--- src/rtl/ctrl_pkg.sv ---
// Shared encodings for the multicycle main control FSM: states, opcodes and
// datapath mux/ALU select codes.
package ctrl_pkg;

    localparam int unsigned STATE_W = 4;
    localparam int unsigned OP_W    = 6;
    localparam int unsigned SEL_W   = 2;

    typedef enum logic [STATE_W-1:0] {
        FETCH    = 4'd0,
        DECODE   = 4'd1,
        MEM_ADDR = 4'd2,
        MEM_RD   = 4'd3,
        MEM_WB   = 4'd4,
        MEM_WR   = 4'd5,
        EXEC_R   = 4'd6,
        R_WB     = 4'd7,
        EXEC_I   = 4'd8,
        I_WB     = 4'd9,
        BRANCH   = 4'd10,
        JUMP     = 4'd11,
        ILLEGAL  = 4'd12
    } state_t;

    localparam logic [OP_W-1:0] OP_RTYPE = 6'h00;
    localparam logic [OP_W-1:0] OP_LW    = 6'h23;
    localparam logic [OP_W-1:0] OP_SW    = 6'h2B;
    localparam logic [OP_W-1:0] OP_ADDI  = 6'h08;
    localparam logic [OP_W-1:0] OP_BEQ   = 6'h04;
    localparam logic [OP_W-1:0] OP_J     = 6'h02;

    localparam logic [SEL_W-1:0] SRCB_B       = 2'b00;
    localparam logic [SEL_W-1:0] SRCB_FOUR    = 2'b01;
    localparam logic [SEL_W-1:0] SRCB_IMM     = 2'b10;
    localparam logic [SEL_W-1:0] SRCB_IMM_SH2 = 2'b11;

    localparam logic [SEL_W-1:0] ALU_ADD   = 2'b00;
    localparam logic [SEL_W-1:0] ALU_SUB   = 2'b01;
    localparam logic [SEL_W-1:0] ALU_FUNCT = 2'b10;

    localparam logic [SEL_W-1:0] PC_ALU    = 2'b00;
    localparam logic [SEL_W-1:0] PC_ALUOUT = 2'b01;
    localparam logic [SEL_W-1:0] PC_JUMP   = 2'b10;

endpackage

--- src/rtl/ctrl_fsm_mc.sv ---
// Multicycle main control FSM: sequences fetch/decode/execute/memory/write-back
// and drives every datapath and memory control, stalling on mem_ready.
module ctrl_fsm_mc
    import ctrl_pkg::*;
#(
    parameter int unsigned OPC_W = 6
) (
    input  logic               clk,
    input  logic               reset,
    input  logic [OPC_W-1:0]   opcode,
    input  logic               mem_ready,
    output logic               write_ir,
    output logic               pc_write,
    output logic               pc_write_cond,
    output logic               i_or_d,
    output logic               mem_read,
    output logic               mem_write,
    output logic               mem_to_reg,
    output logic               reg_dst,
    output logic               reg_write,
    output logic               alu_src_a,
    output logic [SEL_W-1:0]   alu_src_b,
    output logic [SEL_W-1:0]   alu_op,
    output logic [SEL_W-1:0]   pc_source,
    output logic               illegal_instr,
    output logic [STATE_W-1:0] state_dbg
);

    localparam logic [OPC_W-1:0] OPC_RTYPE = OPC_W'(OP_RTYPE);
    localparam logic [OPC_W-1:0] OPC_LW    = OPC_W'(OP_LW);
    localparam logic [OPC_W-1:0] OPC_SW    = OPC_W'(OP_SW);
    localparam logic [OPC_W-1:0] OPC_ADDI  = OPC_W'(OP_ADDI);
    localparam logic [OPC_W-1:0] OPC_BEQ   = OPC_W'(OP_BEQ);
    localparam logic [OPC_W-1:0] OPC_J     = OPC_W'(OP_J);

    state_t state_q;
    state_t state_d;

    // Async reset lands in FETCH, so the reset-time outputs fall out of FETCH decode.
    always_ff @(posedge clk or posedge reset) begin
        if (reset) begin
            state_q <= FETCH;
        end else begin
            state_q <= state_d;
        end
    end

    always_comb begin
        state_d       = state_q;
        write_ir      = 1'b0;
        pc_write      = 1'b0;
        pc_write_cond = 1'b0;
        i_or_d        = 1'b0;
        mem_read      = 1'b0;
        mem_write     = 1'b0;
        mem_to_reg    = 1'b0;
        reg_dst       = 1'b0;
        reg_write     = 1'b0;
        alu_src_a     = 1'b0;
        alu_src_b     = SRCB_B;
        alu_op        = ALU_ADD;
        pc_source     = PC_ALU;
        illegal_instr = 1'b0;

        unique case (state_q)
            FETCH: begin
                mem_read  = 1'b1;
                alu_src_b = SRCB_FOUR;
                // IR and PC load only on the completing cycle, never under reset.
                write_ir  = mem_ready & ~reset;
                pc_write  = mem_ready & ~reset;
                if (mem_ready) begin
                    state_d = DECODE;
                end
            end
            DECODE: begin
                alu_src_b = SRCB_IMM_SH2;
                case (opcode)
                    OPC_RTYPE:      state_d = EXEC_R;
                    OPC_LW, OPC_SW: state_d = MEM_ADDR;
                    OPC_ADDI:       state_d = EXEC_I;
                    OPC_BEQ:        state_d = BRANCH;
                    OPC_J:          state_d = JUMP;
                    default:        state_d = ILLEGAL;
                endcase
            end
            MEM_ADDR: begin
                alu_src_a = 1'b1;
                alu_src_b = SRCB_IMM;
                state_d   = (opcode == OPC_LW) ? MEM_RD : MEM_WR;
            end
            MEM_RD: begin
                mem_read = 1'b1;
                i_or_d   = 1'b1;
                if (mem_ready) begin
                    state_d = MEM_WB;
                end
            end
            MEM_WB: begin
                mem_to_reg = 1'b1;
                reg_write  = 1'b1;
                state_d    = FETCH;
            end
            MEM_WR: begin
                mem_write = 1'b1;
                i_or_d    = 1'b1;
                if (mem_ready) begin
                    state_d = FETCH;
                end
            end
            EXEC_R: begin
                alu_src_a = 1'b1;
                alu_op    = ALU_FUNCT;
                state_d   = R_WB;
            end
            R_WB: begin
                reg_dst   = 1'b1;
                reg_write = 1'b1;
                state_d   = FETCH;
            end
            EXEC_I: begin
                alu_src_a = 1'b1;
                alu_src_b = SRCB_IMM;
                state_d   = I_WB;
            end
            I_WB: begin
                reg_write = 1'b1;
                state_d   = FETCH;
            end
            BRANCH: begin
                alu_src_a     = 1'b1;
                alu_op        = ALU_SUB;
                pc_write_cond = 1'b1;
                pc_source     = PC_ALUOUT;
                state_d       = FETCH;
            end
            JUMP: begin
                pc_write  = 1'b1;
                pc_source = PC_JUMP;
                state_d   = FETCH;
            end
            ILLEGAL: begin
                illegal_instr = 1'b1;
                state_d       = FETCH;
            end
            default: begin
                state_d = FETCH;
            end
        endcase
    end

    assign state_dbg = state_q;

endmodule

--- config.mk ---
export PLATFORM = sky130hd
export DESIGN_NAME = ctrl_fsm_mc
export DESIGN_NICKNAME = d
export VERILOG_FILES = /design/src/rtl/ctrl_pkg.sv /design/src/rtl/ctrl_fsm_mc.sv
export SDC_FILE = /design/constraint.sdc
export NUM_CORES = 1
export LEC_CHECK = 0
export CAP_MARGIN = 20
export CORE_AREA = 2 2 44 46
export CTS_CLUSTER_SIZE = 10
export DETAILED_ROUTE_END_ITERATION = 12
export DIE_AREA = 0 0 46 48
export PLACE_DENSITY = 0.71
export SETUP_SLACK_MARGIN = 0.3
export SLEW_MARGIN = 25
export SYNTH_ARGS = -nofsm -noshare
export SYNTH_HDL_FRONTEND = slang
export SYNTH_SLANG_ARGS = --single-unit
--- constraint.sdc ---
create_clock -name clk -period 1.3 [get_ports clk]
set_input_delay 0.26 -clock clk [delete_from_list [all_inputs] [get_ports clk]]
set_output_delay 0.26 -clock clk [all_outputs]
set_load 0.01 [all_outputs]
* Yosys cells after proc, flatten, opt, wreduce, memory -nomap -nowiden
Cells that the tools add are included.
Word-level totals: register bits after elaboration 4, latch bits 0, RAM bits 0, memory bits (read-only) 0, bits of input ports 9, output and inout bits 21, logic and storage cells 52, memories 0
Cells by class: add/subtract/negate cells 0, multiply operators 0, div/mod/pow operators 0, $lt $le $gt $ge 0, equal/unequal tests 20, shift operators 0, muxes and demuxes 20, bitwise logic cells 2, reductions and logical operators 9
Operators by type and width (number):
- 4-bit one-hot mux with 7 select lines | 1
- 4-bit equality test, second input constant | 5
- 4-bit one-hot mux with 5 select lines | 1
- 4-bit by 3-bit equality test with 1-bit output, second input constant | 4
- 6-bit equality test, second input constant | 2
- 4-bit 2-to-1 mux | 3
- 1-bit 2-to-1 mux | 10
- 4-bit by 2-bit equality test with 1-bit output, second input constant | 2
- 2-bit one-hot mux with 2 select lines | 2
- 2-bit OR reduction | 4
- 6-bit by 2-bit equality test with 1-bit output, second input constant | 1
- 6-bit by 3-bit equality test with 1-bit output, second input constant | 1
- 6-bit by 4-bit equality test with 1-bit output, second input constant | 1
- 6-bit logical NOT | 1
- 2-bit != test, second input constant | 3
- 2-bit one-hot mux with 3 select lines | 1
- 4-bit by 1-bit equality test with 1-bit output, second input constant | 1
- 4-bit logical NOT | 1
- 4-bit OR reduction | 1
- 3-bit 2-to-1 mux | 1
- 3-bit AND reduction | 1
- 3-bit OR reduction | 1
- 1-bit one-hot mux with 2 select lines | 1
- 1-bit AND | 1
- 1-bit inverter | 1

* Depth between registers and ports, before layout
Gate-level depths: netlist (run 1).
word-level depth 4, gate-level depth with buffers 6, depth with buffers taken out 4

* Worst setup path after synthesis (run 1)
Ideal clock, no wire load.
path kind register to output, start point register state_q[1], in the netlist state_dbg[1], end point output pc_write, arrival 1.370 ns, data required time 1.040 ns, slack -0.330 ns, cell stages (with the launch flop) 6, buffers on the path 2, cell sequence dfrtp_1 buf_6 or2_1 buf_6 nor4_4 or2_1
Between the ends: word-level cells in the longest chain between the ends 2, elaborated cells between the ends (all ways) 3, those cells by class eq/ne: 1; mux: 1; reduce/logical: 1
Ends and longest elaborated chain:
- start: declaration | line ctrl_fsm_mc.sv:36 | state_t state_q;
- start signal: assignment | line ctrl_fsm_mc.sv:44 | state_q <= state_d;
- 4-bit equality test / 4-bit logical NOT (equally long branches) | line ctrl_fsm_mc.sv:65 | unique case (state_q)
- 1-bit one-hot mux with 2 select lines (*) | line ctrl_fsm_mc.sv:65
- end: declaration | line ctrl_fsm_mc.sv:13 | output logic pc_write,
Every way passes the cells marked *; elsewhere a longest branch is shown, timed or not.

* Worst setup path after layout (run 1)
start point register state_q[3], in the netlist state_dbg[3], end point output alu_src_b[1]
Between the ends: word-level cells in the longest chain between the ends 3, elaborated cells between the ends (all ways) 6, those cells by class eq/ne: 3; mux: 1; reduce/logical: 2
Ends and longest elaborated chain:
- 4-bit equality test / 4-bit by 2-bit equality test with 1-bit output (equally long branches) | line ctrl_fsm_mc.sv:65
- 2-bit OR reduction (no line)
- 2-bit one-hot mux with 3 select lines (*) | line ctrl_fsm_mc.sv:65
- end: declaration | line ctrl_fsm_mc.sv:22 | output logic [SEL_W-1:0] alu_src_b,
Marks and branches as above.

==> parameters.txt, run 1 <==
Parameter                              Value

Clocking
  Root buffer selected by CTS    sky130_fd_sc_hd__clkbuf_4
  Clock tree sinks    4
  Number of buffers on the longest clock path    2
  CTS HTree Levels    1
  Clk slew on worst S/H paths    0.07 ns
  Clock Latency Late Sink    0.26 ns
  Clock tree from TritonCTS    yes
  Hold_buf cts    0
  Clock buffer count from CTS    3

Power and ir drop
  Leak    0.000677 uW
  Internal cell power    1550 uW
  Sw Ratio    0.462
  Sequential power share    0.088
  Peak supply drop    1.24 mV
  Clock share of power    0.073
  Areal power density over the cells    roughly 2000 nW/um2
  Part of the power in combinational logic    0.839
  Net switching component of the power    1330 uW

Logic synthesis
  Leading register cell type out of synthesis    sky130_fd_sc_hd__dfrtp_1
  Share of the yosys chip area belonging to registers    0.180
  Synthesized Nets    84
  Number of library cell types mapped by synthesis    30
  Most common cell in the netlist    sky130_fd_sc_hd__nor2_1
  Count of warnings emitted by yosys    0
  Post-synthesis cell area    between 500 and 600 um2
  Syn avg cell area    about 7.4 um2
  Number of enable flip-flop cells after synthesis    0
  Cells after Synth    75
  Fraction of post-synthesis cell area in the top cell type by area    0.180
  Cell type with the highest aggregate area in the netlist    sky130_fd_sc_hd__dfrtp_1
  Synth Register Bits    4
  Largest cells by area after synthesis    sky130_fd_sc_hd__dfrtp_1 (18%), sky130_fd_sc_hd__nor2_1 (8.1%), sky130_fd_sc_hd__a2111oi_4 (5.0%)
  Async set or reset register ratio after synthesis    1.00
  Top post-synthesis cells by count    sky130_fd_sc_hd__nor2_1 (12), sky130_fd_sc_hd__nand2_1 (7), sky130_fd_sc_hd__a21oi_1 (5), sky130_fd_sc_hd__nor3_1 (5)

STA
  Number of hold violations in the final report    0
  Setup tns final    -6.70 ns
  Post-route worst setup slack    -0.471 ns
  Portion of the clock cycle consumed by the worst path in the final layout    1.36
  Unrepaired setup endpoints after global routing    yes
  Final min period    approximately 1.8 ns
  Final-report max-slew violation count    0
  Worst slew slack as a fraction of its limit    0.718
  Final count of negative-setup-slack endpoints    24
  Pin slew with the least headroom to its limit    between 0.4 and 0.5 ns
  Setup Skew    0.0175 ns
  Highest attainable clock frequency    0.565 GHz

Die
  Rows    15
  Initial standard-cell utilization of the core    0.329
  Die area    about 2200 um2
  Top-Level Pins    30
  Floorplan die width    approximately 46 um
  Floorplan core area    1690 um2
  Die height    approximately 48 um

Worst setup path
  Capture instance of the worst register-to-register path    state_dbg[2]$_DFFE_PP0P_
  Flop2flop setup slack    -0.46 ns
  Req. time, crit path    1.04 ns
  Nature of the critical path endpoint    output port
  Path depth of the worst reg2reg path    6
  CP Max Fanout    5
  Crit path launch    state_dbg[3]$_DFFE_PP0P_
  Arrival @ worst endpoint    ~1.5 ns
  Worst setup path class    flop to output port
  CP endpoint    alu_src_b[1]
  Origin of the critical flop-to-flop path    state_dbg[0]$_DFFE_PP0P_
  Startpoint type of the worst setup path    flop

Final layout
  Layout overhead on the synthesized area    164%
  Area of combinational cells with multiple inputs    567 um2
  Ratio of cells with drive above 1 in the final layout    0.732
  Ant diodes    0
  Fill cell instance count of the final layout    96
  Finished Cell Area    between 1000 and 1500 um2
  Total number of nets in the final design    159
  Area used by sequential logic in the layout    105 um2
  Flip-flop count of the largest register after layout    4

Outcome
  Violations in the final reports    setup timing
  Outcome    complete, but fails checks

Global routing
  Wire length of the first global-routing pass    4.08 mm
  Pin count of the biggest net entering global routing    8
  Vias in the first global route    892
  Grt total ovfl    0
  GRT Resource Usage Total    0.260
  Number of antenna violations at the first check in global routing    0

Hold path
  Type of the worst min-delay path    input port to asynchronous set/reset pin

Detailed routing
  Routed wire per std cell    around 23 um
  Total routed wirelength    3.80 mm
  Vias per inst    6.07
  Count of routing violations after the opening detailed-route iteration    52
  Remaining number of nets flagged by the antenna check after routing    0
  Total number of vias    1008
  Residual DRC    0
  DRT Pass-1 Iters    4

Placed design
  Dpl hpwl    1.49 mm
  Placer Congestion    a little over 0.8
  Port-buffer cells    29
  Placement-stage cell area    1060 um2

Job
  Count of maximum capacitance violations    0
kinds of logic after synthesis:
family,synth area share
AOI/OAI and AO/OA,0.257
xor gates and xnor gates,0.0473
buffers and inverters,0.117
DFF,0.180
muxes,0.0180
and+or+nand+nor,0.381
cell type report:
type	count	share of cell area
clock buffers	4	0.0179
inverters	2	0.00853
well taps	17	0.0145
flip-flops and latches	4	0.0716
repair buffers	78	0.501
multi-input cells	61	0.386
worst max-delay path, stage by stage (launching register included):
cell and delay, ns:
sky130_fd_sc_hd__dfrtp_2 0.42, sky130_fd_sc_hd__buf_6 0.14, sky130_fd_sc_hd__buf_6 0.12, sky130_fd_sc_hd__xnor2_2 0.13, sky130_fd_sc_hd__nor2_1 0.06, sky130_fd_sc_hd__a21oi_1 0.16, sky130_fd_sc_hd__nor2_1 0.07, sky130_fd_sc_hd__buf_2 0.14
power groups by stage:
stage | Sequential, uW | Combinational, uW | Clock [uW]
2_1_floorplan | 239 | 844 | 0
3_3_place_gp | 304 | 1380 | 0
3_5_place_dp | 306 | 1390 | 0
4_1_cts | 249 | 1850 | 173
5_1_grt | 257 | 2510 | 218
6_report | 255 | 2420 | 211
metal layers:
layer | GRT usage | up-vias | share of wire | wire length, um
li1 | - | 413 | - | -
met1 | 0.296 | 476 | 0.38 | 1450
met2 | 0.467 | 87 | 0.47 | 1800
met3 | 0.0642 | 32 | 0.082 | 310
met4 | 0.0971 | 0 | 0.062 | 235
met5 | 0 | - | 0 | 0
repair_timing:
action,CTS,global route
resized for setup,129,24
buffers inserted,20,7
endpoints found under the setup margin,25,25
pin swaps,15,14
cells in the final DEF, fill, tap and decap left out, types with 3 or more instances in the layout:
master	n
sky130_fd_sc_hd__a21oi_2	3
sky130_fd_sc_hd__nand2b_4	3
sky130_fd_sc_hd__dlygate4sd2_1	3
sky130_fd_sc_hd__buf_6	34
sky130_fd_sc_hd__dfrtp_2	4
sky130_fd_sc_hd__clkdlybuf4s50_1	5
sky130_fd_sc_hd__nor2_1	5
sky130_fd_sc_hd__clkbuf_4	3
sky130_fd_sc_hd__nand2_1	4
sky130_fd_sc_hd__buf_4	20
sky130_fd_sc_hd__nor2_4	5
sky130_fd_sc_hd__buf_2	12
sky130_fd_sc_hd__nor3_4	4
worst min-delay path by stage:
stage                     start                        to  slack (ns)  depth (start not counted)
after floorplan           reset  state_dbg[0]$_DFFE_PP0P_        0.03                          1
after global placement    reset  state_dbg[2]$_DFFE_PP0P_        0.54                          3
after detailed placement  reset  state_dbg[2]$_DFFE_PP0P_        0.56                          3
after CTS                 reset  state_dbg[0]$_DFFE_PP0P_        0.31                          3
after global routing      reset  state_dbg[3]$_DFFE_PP0P_        0.34                          3
final                     reset  state_dbg[3]$_DFFE_PP0P_        0.33                          3
metrics by stage:
step	setup slack, ns	util	instances	hold slack, ns	total power (uW)
final	-0.471	0.869	166	0.325	2890
after CTS	-0.310	0.778	159	0.312	2270
after global routing	-0.513	0.869	166	0.341	2990
after global placement	-0.640	0.626	135	0.542	1680
after floorplan	-0.233	-	75	0.0341	1080
after detailed placement	-0.681	0.626	135	0.559	1690
Power figures use the tool's default switching activity.
==> run 2: changes to the inputs <==
Settings changed: PLACE_DENSITY 0.71 to unset, PLACE_DENSITY_LB_ADDON set to 0.15.
==> parameters.txt, run 2 (same netlist as run 1, synthesis figures left out) <==
Parameter                              Value

Final layout
  Ratio of cells with drive above 1 in the final layout    0.718
  Ant diodes    0
  Highest-count cells in the layout ignoring fill and taps    sky130_fd_sc_hd__buf_6 (35), sky130_fd_sc_hd__buf_4 (15), sky130_fd_sc_hd__buf_2 (11), sky130_fd_sc_hd__clkdlybuf4s50_1 (7)
  Layout overhead on the synthesized area    155%
  Commonest non-fill, non-tap cell in the layout    sky130_fd_sc_hd__buf_6
  Flip-flop count of the largest register after layout    4
  Post-route core utilization    0.840
  Finished Cell Area    1420 um2
  Fill cell instance count of the final layout    101
  Total number of nets in the final design    roughly 150

Placed design
  Port-buffer cells    29
  Placement-stage cell area    1070 um2
  Worst-case setup slack after placement    -0.652 ns
  Placer Congestion    0.822
  Dpl hpwl    approximately 1.4 mm

Global routing
  Pin count of the biggest net entering global routing    7
  Wire length of the first global-routing pass    3.28 mm
  GRT Resource Usage Total    0.202
  Number of antenna violations at the first check in global routing    0
  Vias in the first global route    768
  Grt total ovfl    0

Clocking
  Clock tree sinks    4
  Clk slew on worst S/H paths    roughly 0.040 ns
  Clock Latency Late Sink    0.24 ns
  Hold_buf cts    0
  Clock tree from TritonCTS    yes
  CTS HTree Levels    1
  Root buffer selected by CTS    sky130_fd_sc_hd__clkbuf_4
  Number of buffers on the longest clock path    2
  Clock buffer count from CTS    3

Hold path
  Type of the worst min-delay path    input port to asynchronous set/reset pin

Power and ir drop
  Areal power density over the cells    1920 nW/um2
  Part of the power in combinational logic    0.846
  Peak supply drop    1.03 mV
  Sequential power share    0.088
  Net switching component of the power    1180 uW
  Clock share of power    0.066
  Sw Ratio    0.434
  Internal cell power    approximately 1500 uW
  Leak    0.000636 uW

Worst setup path
  Nature of the critical path endpoint    output port
  Crit path launch    state_dbg[2]$_DFFE_PP0P_
  Startpoint type of the worst setup path    flop
  Max stage delay on crit path    0.44 ns
  Worst-path cell with the longest stage delay    sky130_fd_sc_hd__dfrtp_2
  Req. time, crit path    1.04 ns
  CP Max Fanout    4
  Ordered list of cells on the worst path    or2_4 -> nor4_4 -> or2_1 -> buf_2
  Origin of the critical flop-to-flop path    state_dbg[2]$_DFFE_PP0P_
  Worst setup path class    flop to output port
  Arrival @ worst endpoint    between 1 and 1.5 ns

STA
  Number of hold violations in the final report    0
  Unrepaired setup endpoints after global routing    yes
  Pin slew with the least headroom to its limit    0.262 ns
  Worst slew slack as a fraction of its limit    0.823
  Setup Skew    0.00149 ns
  Highest attainable clock frequency    around 0.61 GHz
  Final-report max-slew violation count    0
  Final count of negative-setup-slack endpoints    22
  Setup tns final    -4.56 ns
  Portion of the clock cycle consumed by the worst path in the final layout    1.26
  Fin Hold WS    0.299 ns
  Final min period    approximately 1.6 ns
  Post-route worst setup slack    -0.341 ns

Detailed routing
  Count of routing violations after the opening detailed-route iteration    18
  Residual DRC    0
  Remaining number of nets flagged by the antenna check after routing    0
  DRT Pass-1 Iters    4
  Total routed wirelength    2.57 mm
  Routed wire per std cell    around 16 um
  Total number of vias    844
  Vias per inst    5.31

Die
  Rows    15
  Initial standard-cell utilization of the core    0.329
  Floorplan core area    1690 um2
  Die height    between 40 and 50 um
  Top-Level Pins    30
  Floorplan die width    46 um
  Die area    2210 um2

Outcome
  Outcome    complete, but fails checks
  Violations in the final reports    setup timing

Job
  Count of maximum capacitance violations    0
-- run 2: changes by cell type in the layout (fill, tap and decap cells not counted), sizes merged --
cell / before / now
buf: 69 / 63
clkdlybuf4s15: 1 / 0
clkdlybuf4s50: 5 / 7
dlygate4sd2: 3 / 1
-- run 2: final cells by class --
| cell class | count | area [um2] | area share |
|---|---|---|---|
| Timing Repair Buffer | 71 | 676 | 0.476 |
| Sequential cell | 4 | 104 | 0.0732 |
| Multi-Input combinational cell | 61 | 579 | 0.408 |
| Inverter | 2 | 12.5 | 0.00882 |
| Clock buffer | 4 | 26.3 | 0.0185 |
| Tap cell | 17 | 21.3 | 0.0150 |
-- run 2: layer usage --
metal,GRT usage,wire (um)
met1,0.255,1060
met2,0.364,1390
met3,0.0226,49
met4,0.0514,65
met5,0,0
-- run 2: power by group through the flow --
stage          combinational (uW)  clock [uW]  sequential [uW]
3_3_place_gp                 1390           0              297
6_report                     2300         181              239
2_1_floorplan                 844           0              239
3_5_place_dp                 1410           0              297
4_1_cts                      1960         171              224
5_1_grt                      2430         189              244
-- run 2: worst max-delay path, delay by kind of cell, from the launching register on --
kind / cells / cell delay [ns]
buf+inv: 1 / 0.12
flops: 1 / 0.44
simple gates: 3 / 0.58
-- run 2: final timing paths --
check	end	slack, ns	cells after the start
worst max-delay path	pc_write	-0.34	4
worst min-delay path	state_dbg[0]$_DFFE_PP0P_	0.30	3
worst max register to register	state_dbg[2]$_DFFE_PP0P_	-0.18	5
worst min register to register	state_dbg[0]$_DFFE_PP0P_	0.75	3
max in group asynchronous	state_dbg[2]$_DFFE_PP0P_	0.89	3
min in group clk	state_dbg[2]$_DFFE_PP0P_	0.64	5
-- run 2: timing repair --
action                                  in CTS  in global routing
pin swaps                                   10                 18
gates resized for setup                    129                 25
endpoints found under the setup margin      25                 25
buffers inserted                            12                  4
-- run 2: stage by stage --
stage               instances  total power (uW)
finish                    159              2720
global route              159              2860
CTS                       155              2350
detailed placement        139              1700
global placement          139              1690
floorplan                  75              1080
